## src/rtl/fetch_stage.sv

```systemverilog
// Rx32 instruction-fetch stage with IF/ID pipeline register.
// Keeps at most one memory request in flight and squashes wrong-path responses after a redirect.
module fetch_stage #(
    parameter logic [31:0] RESET_PC = 32'h0000_0000
) (
    input  logic        clk,
    input  logic        reset,
    input  logic        StallD,
    input  logic        FlushD,
    input  logic        PCSrcM,
    input  logic [31:0] PCBranchM,
    input  logic        JumpM,
    input  logic [31:0] PCJumpM,
    output logic        ImemReq,
    output logic [31:0] ImemAddr,
    input  logic        ImemValid,
    input  logic [31:0] ImemRData,
    output logic [31:0] InstrD,
    output logic [31:0] PCPlus4D,
    output logic        ValidD,
    output logic [5:0]  OPCodeD,
    output logic [5:0]  functD
);

    typedef enum logic [1:0] {
        S_IDLE  = 2'd0,
        S_FETCH = 2'd1,
        S_HOLD  = 2'd2,
        S_DROP  = 2'd3
    } state_t;

    state_t      state_q, state_d;
    logic [31:0] pcf_q, pcf_d;
    logic [31:0] req_addr_q, req_addr_d;
    logic [31:0] hold_buf_q, hold_buf_d;
    logic [31:0] instr_q, instr_d;
    logic [31:0] pc4_q, pc4_d;
    logic        valid_q, valid_d;

    logic        redirect;
    logic [31:0] raw_target;
    logic [31:0] target;
    logic [31:0] pc_plus4;
    logic        deliver;
    logic [31:0] deliver_word;

    assign redirect   = JumpM | PCSrcM;
    assign raw_target = JumpM ? PCJumpM : PCBranchM;
    assign target     = raw_target & ~32'h3;
    assign pc_plus4   = pcf_q + 32'd4;

    always_comb begin
        state_d      = state_q;
        pcf_d        = pcf_q;
        req_addr_d   = req_addr_q;
        hold_buf_d   = hold_buf_q;
        deliver      = 1'b0;
        deliver_word = 32'h0;

        case (state_q)
            S_IDLE: begin
                state_d = S_FETCH;
                if (redirect) begin
                    pcf_d      = target;
                    req_addr_d = target;
                end
            end
            S_FETCH: begin
                if (redirect) begin
                    pcf_d = target;
                    if (ImemValid) begin
                        req_addr_d = target;
                    end else begin
                        // Request still in flight: keep it stable and discard its answer.
                        state_d = S_DROP;
                    end
                end else if (ImemValid) begin
                    if (!StallD) begin
                        deliver      = 1'b1;
                        deliver_word = ImemRData;
                        pcf_d        = pc_plus4;
                        req_addr_d   = pc_plus4;
                    end else begin
                        hold_buf_d = ImemRData;
                        state_d    = S_HOLD;
                    end
                end
            end
            S_HOLD: begin
                if (redirect) begin
                    pcf_d      = target;
                    req_addr_d = target;
                    hold_buf_d = 32'h0;
                    state_d    = S_FETCH;
                end else if (!StallD) begin
                    deliver      = 1'b1;
                    deliver_word = hold_buf_q;
                    pcf_d        = pc_plus4;
                    req_addr_d   = pc_plus4;
                    state_d      = S_FETCH;
                end
            end
            S_DROP: begin
                if (redirect) begin
                    pcf_d = target;
                end
                if (ImemValid) begin
                    req_addr_d = redirect ? target : pcf_q;
                    state_d    = S_FETCH;
                end
            end
            default: state_d = S_IDLE;
        endcase
    end

    // IF/ID register: squash beats stall, stall beats delivery, otherwise a bubble.
    always_comb begin
        instr_d = instr_q;
        pc4_d   = pc4_q;
        valid_d = valid_q;
        if (redirect || FlushD) begin
            instr_d = 32'h0;
            pc4_d   = 32'h0;
            valid_d = 1'b0;
        end else if (StallD) begin
            instr_d = instr_q;
            pc4_d   = pc4_q;
            valid_d = valid_q;
        end else if (deliver) begin
            instr_d = deliver_word;
            pc4_d   = pc_plus4;
            valid_d = 1'b1;
        end else begin
            instr_d = 32'h0;
            pc4_d   = 32'h0;
            valid_d = 1'b0;
        end
    end

    always_ff @(posedge clk or negedge reset) begin
        if (!reset) begin
            state_q    <= S_IDLE;
            pcf_q      <= RESET_PC;
            req_addr_q <= RESET_PC;
            hold_buf_q <= 32'h0;
            instr_q    <= 32'h0;
            pc4_q      <= 32'h0;
            valid_q    <= 1'b0;
        end else begin
            state_q    <= state_d;
            pcf_q      <= pcf_d;
            req_addr_q <= req_addr_d;
            hold_buf_q <= hold_buf_d;
            instr_q    <= instr_d;
            pc4_q      <= pc4_d;
            valid_q    <= valid_d;
        end
    end

    assign ImemReq  = (state_q == S_FETCH) || (state_q == S_DROP);
    assign ImemAddr = req_addr_q;
    assign InstrD   = instr_q;
    assign PCPlus4D = pc4_q;
    assign ValidD   = valid_q;
    assign OPCodeD  = instr_q[31:26];
    assign functD   = instr_q[5:0];

endmodule
```

## config.mk

```make
export PLATFORM = sky130hd
export DESIGN_NAME = fetch_stage
export DESIGN_NICKNAME = d
export VERILOG_FILES = /design/src/rtl/fetch_stage.sv
export SDC_FILE = /design/constraint.sdc
export NUM_CORES = 1
export LEC_CHECK = 0
export ABC_AREA = 1
export CELL_PAD_IN_SITES_DETAIL_PLACEMENT = 1
export CELL_PAD_IN_SITES_GLOBAL_PLACEMENT = 2
export CORE_MARGIN = 1.5
export CORE_UTILIZATION = 28
export DETAILED_ROUTE_END_ITERATION = 6
export PLACE_DENSITY_LB_ADDON = 0.3
export SLEW_MARGIN = 10
export SYNTH_ARGS = -nofsm -noshare
export SYNTH_HDL_FRONTEND = slang
export SYNTH_SLANG_ARGS = --single-unit
```

## constraint.sdc

```tcl
create_clock -name clk -period 2.25 [get_ports clk]
set_input_delay 0.45 -clock clk [delete_from_list [all_inputs] [get_ports clk]]
set_output_delay 0.45 -clock clk [all_outputs]
set_load 0.02 [all_outputs]
```

==> impl_metrics.py <==
metrics = {
    "die": {
        "start_util": 0.285,
        "die_area_um2": 35500,
        "core-area_um2": 33700,
        "num_io_pins": 213,
        "rows": 67,
        "dieWidth_um": 188,
        "die_h_um": 188,
    },
    "yosys": {
        "ys_types": 34,
        "yosys_warnings": 0,
        "ys_ff_latch": 163,
        "synthFlopType": "dfrtp_1",
        "synth_edf_count": 0,
        "syn_area_per_cell_um2": 7.05,
        "syn_inst": 1365,
        "async_flop_share": 1.00,
        "ys_top_cells_by_count": "nand2_1 (430), dfrtp_1 (163), inv_1 (161)",
        "synth.top_cell.area_share": 0.424,
        "syn_nets": 1474,
        "yosysMostFrequentCell": "nand2_1",
        "netlist_area_um2": 9620,
        "ys_top_cells_by_area": "dfrtp_1 (42%), nand2_1 (17%), inv_1 (6.3%)",
        "seq_area_frac_synth": 0.424,
        "yosys.area.top_type": "dfrtp_1",
    },
    "clock_network": {
        "clk_pin_slew_ns": 0.07,
        "cts_sinks": 163,
        "h-tree-depth": 4,
        "clk_path_buf_depth": 2,
        "clk_latency_ns": 0.44,
        "tritoncts": "built",
        "post-cts-setup-buffer-count": 0,
        "cts-root-buf": "clkbuf_16",
        "cts_made_buffers": 17,
    },
    "run": {
        "cap_violations": 0,
    },
    "place": {
        "gp_congestion": 0.795,
        "placed_area_um2": 12500,
        "port_buffers": 208,
        "place_hpwl_mm": 24.7,
        "dp_cells": 1990,
    },
    "sta": {
        "fin_worst_skew_ns": 0.0141,
        "setup_viol": 0,
        "fmax_mhz": 466,
        "slew_viol_final": 0,
        "fin_crit_ns": 2.15,
        "rsz0062_at_grt": "no",
        "slew_headroom": 0.587,
        "fin_tns_setup_ns": 0,
        "hold_violations": 0,
        "worstMarginPinSlew_ns": 0.619,
        "min_period_over_period": 0.954,
    },
    "setup_path": {
        "cp-start-kind": "flop",
        "critPathMaxStageDelay_ns": 0.43,
        "worstPathCellList": "inv_1 > ha_1 > inv_2 > nand2_1 > dlygate4sd2_1",
        "critPathArrivalTime_ns": 1.70,
        "critPathKind": "reg2out",
        "worstRegToRegCells": 14,
        "critPathSlowestCell": "dfrtp_1",
        "required_ns": 1.80,
        "worstSetupEndpointType": "primary output",
        "crit_fanout": 5,
    },
    "cells_and_area": {
        "stdcell_count": 2023,
        "synthToLayoutAreaGrowth_pct": 35.9,
        "fin_area_um2": 13100,
        "final_core_util": 0.388,
        "num_antenna_cells": 0,
        "fillCellCount": 4143,
        "num-nets-final": 1671,
        "drive_gt1_frac": 0.0813,
    },
    "drt": {
        "vias_per_cell": 4.81,
        "first_iter_violations": 577,
        "drt-total-wl_mm": 34.1,
        "drc_errors": 0,
        "final_antenna_net_count": 0,
        "num_vias": 9735,
        "drt_first_pass_iters": 5,
        "wl_per_cell_um": 16.8,
    },
    "global_route": {
        "antenna_found_initial": 0,
        "grt_pass1_wl_mm": 55.0,
        "grt_pass1_vias": 9826,
        "grt_max_degree": 55,
        "grt_usage": 0.195,
        "overflow": 0,
    },
    "power_and_ir_drop": {
        "leakage_nw": 6.02,
        "cellPowerDensity_nw_per_um2": 1080,
        "ir_drop_mv": 0.569,
        "power_mw": 14.1,
    },
    "hold_path": {
        "hold_class": "in2reg",
        "whs_path_depth": 3,
    },
    "run_status": {
        "status": "complete, no violations",
    },
}
state kept, by name, indices dropped and copies added, names as in the netlist:
name        flops
hold_buf_q     32
ValidD          1
ImemAddr       32
InstrD         32
pcf_q          32
PCPlus4D       32
state_q         2
through the flow:
step           worst slack (ns)  hold slack (ns)
2_1_floorplan             0.458            0.154
3_3_place_gp            -0.0501            0.441
3_5_place_dp            -0.0854            0.441
4_1_cts                 0.00329            0.417
5_1_grt                  0.0142            0.463
6_report                  0.104            0.434
final timing paths:
path,from,end,slack [ns]
max in group asynchronous,reset,hold_buf_q[19],0.93
max,state_q[1],ImemReq,0.10
max reg2reg,pcf_q[2],ImemAddr[24],0.20
min reg2reg,ImemAddr[22],ImemAddr[22],0.49
min,StallD,PCPlus4D[5],0.43
min in group asynchronous,reset,hold_buf_q[7],0.52
critical path: cells and delay by family (launching register included):
kind,cells,cell delay (ns)
and+or+nand+nor,1,0.08
buffers and inverters,3,0.54
adders and majority gates,1,0.22
DFF,1,0.43
per-layer routing:
layer,global-route usage,part of all wire,vias to the layer above,wire [µm]
met4,0.0452,0.011,0,374
met3,0.0253,0.041,27,1400
met2,0.296,0.43,242,14700
li1,-,-,4807,-
met1,0.294,0.52,4659,17600
met5,0,0,-,0
timing repair:
| item | in CTS | in global routing |
|---|---|---|
| endpoints found under the setup margin | 1 | 12 |
| hold endpoints to repair | 43 | 0 |
| hold buffers | 1 | 0 |
| resized for setup | 1 | 4 |
final cells by class:
class	instances	area (µm²)	area share
multi-input combinational	941	4470	0.342
sequential	163	4080	0.312
timing repair buffer	275	2770	0.212
inverter	164	616	0.0471
tap	448	561	0.0429
clock buffer	17	425	0.0325
clock inverter	15	148	0.0113
power breakdown:
part	internal (mW)	total [mW]	switching [mW]	leakage, nW
Clock	1.55	2.92	1.37	0.278
Sequential	3.80	4.44	0.638	2.12
Combinational	2.46	6.70	4.23	3.62
cells in the final DEF (no fill, tap or decap), types with 5 or more instances in the layout:
cell type	Yosys	layout
a21oi_1	71	71
a22oi_1	16	16
a31oi_1	23	23
buf_12	0	15
buf_4	16	51
clkbuf_16	0	17
clkdlybuf4s50_1	0	205
dfrtp_1	163	162
ha_1	6	5
inv_1	161	160
nand2_1	430	429
nand3_1	90	90
nor2_1	57	56
nor2_4	6	8
o21ai_0	94	94
o21ai_1	49	48
o22ai_1	65	65
xor2_1	12	11
cells by family (layout without fill, tap and decap cells):
group / after synthesis / in the layout / share of synthesized area
buffers and inverters: 261 / 471 / 0.114
AO/OA/AOI/OAI: 324 / 324 / 0.187
flip-flops: 163 / 163 / 0.424
AND/OR/NAND/NOR: 598 / 598 / 0.255
adder cells (fa/ha/maj): 6 / 6 / 0.00781
XOR/XNOR: 13 / 13 / 0.0118
No activity file was read; power rests on OpenSTA's default activity.
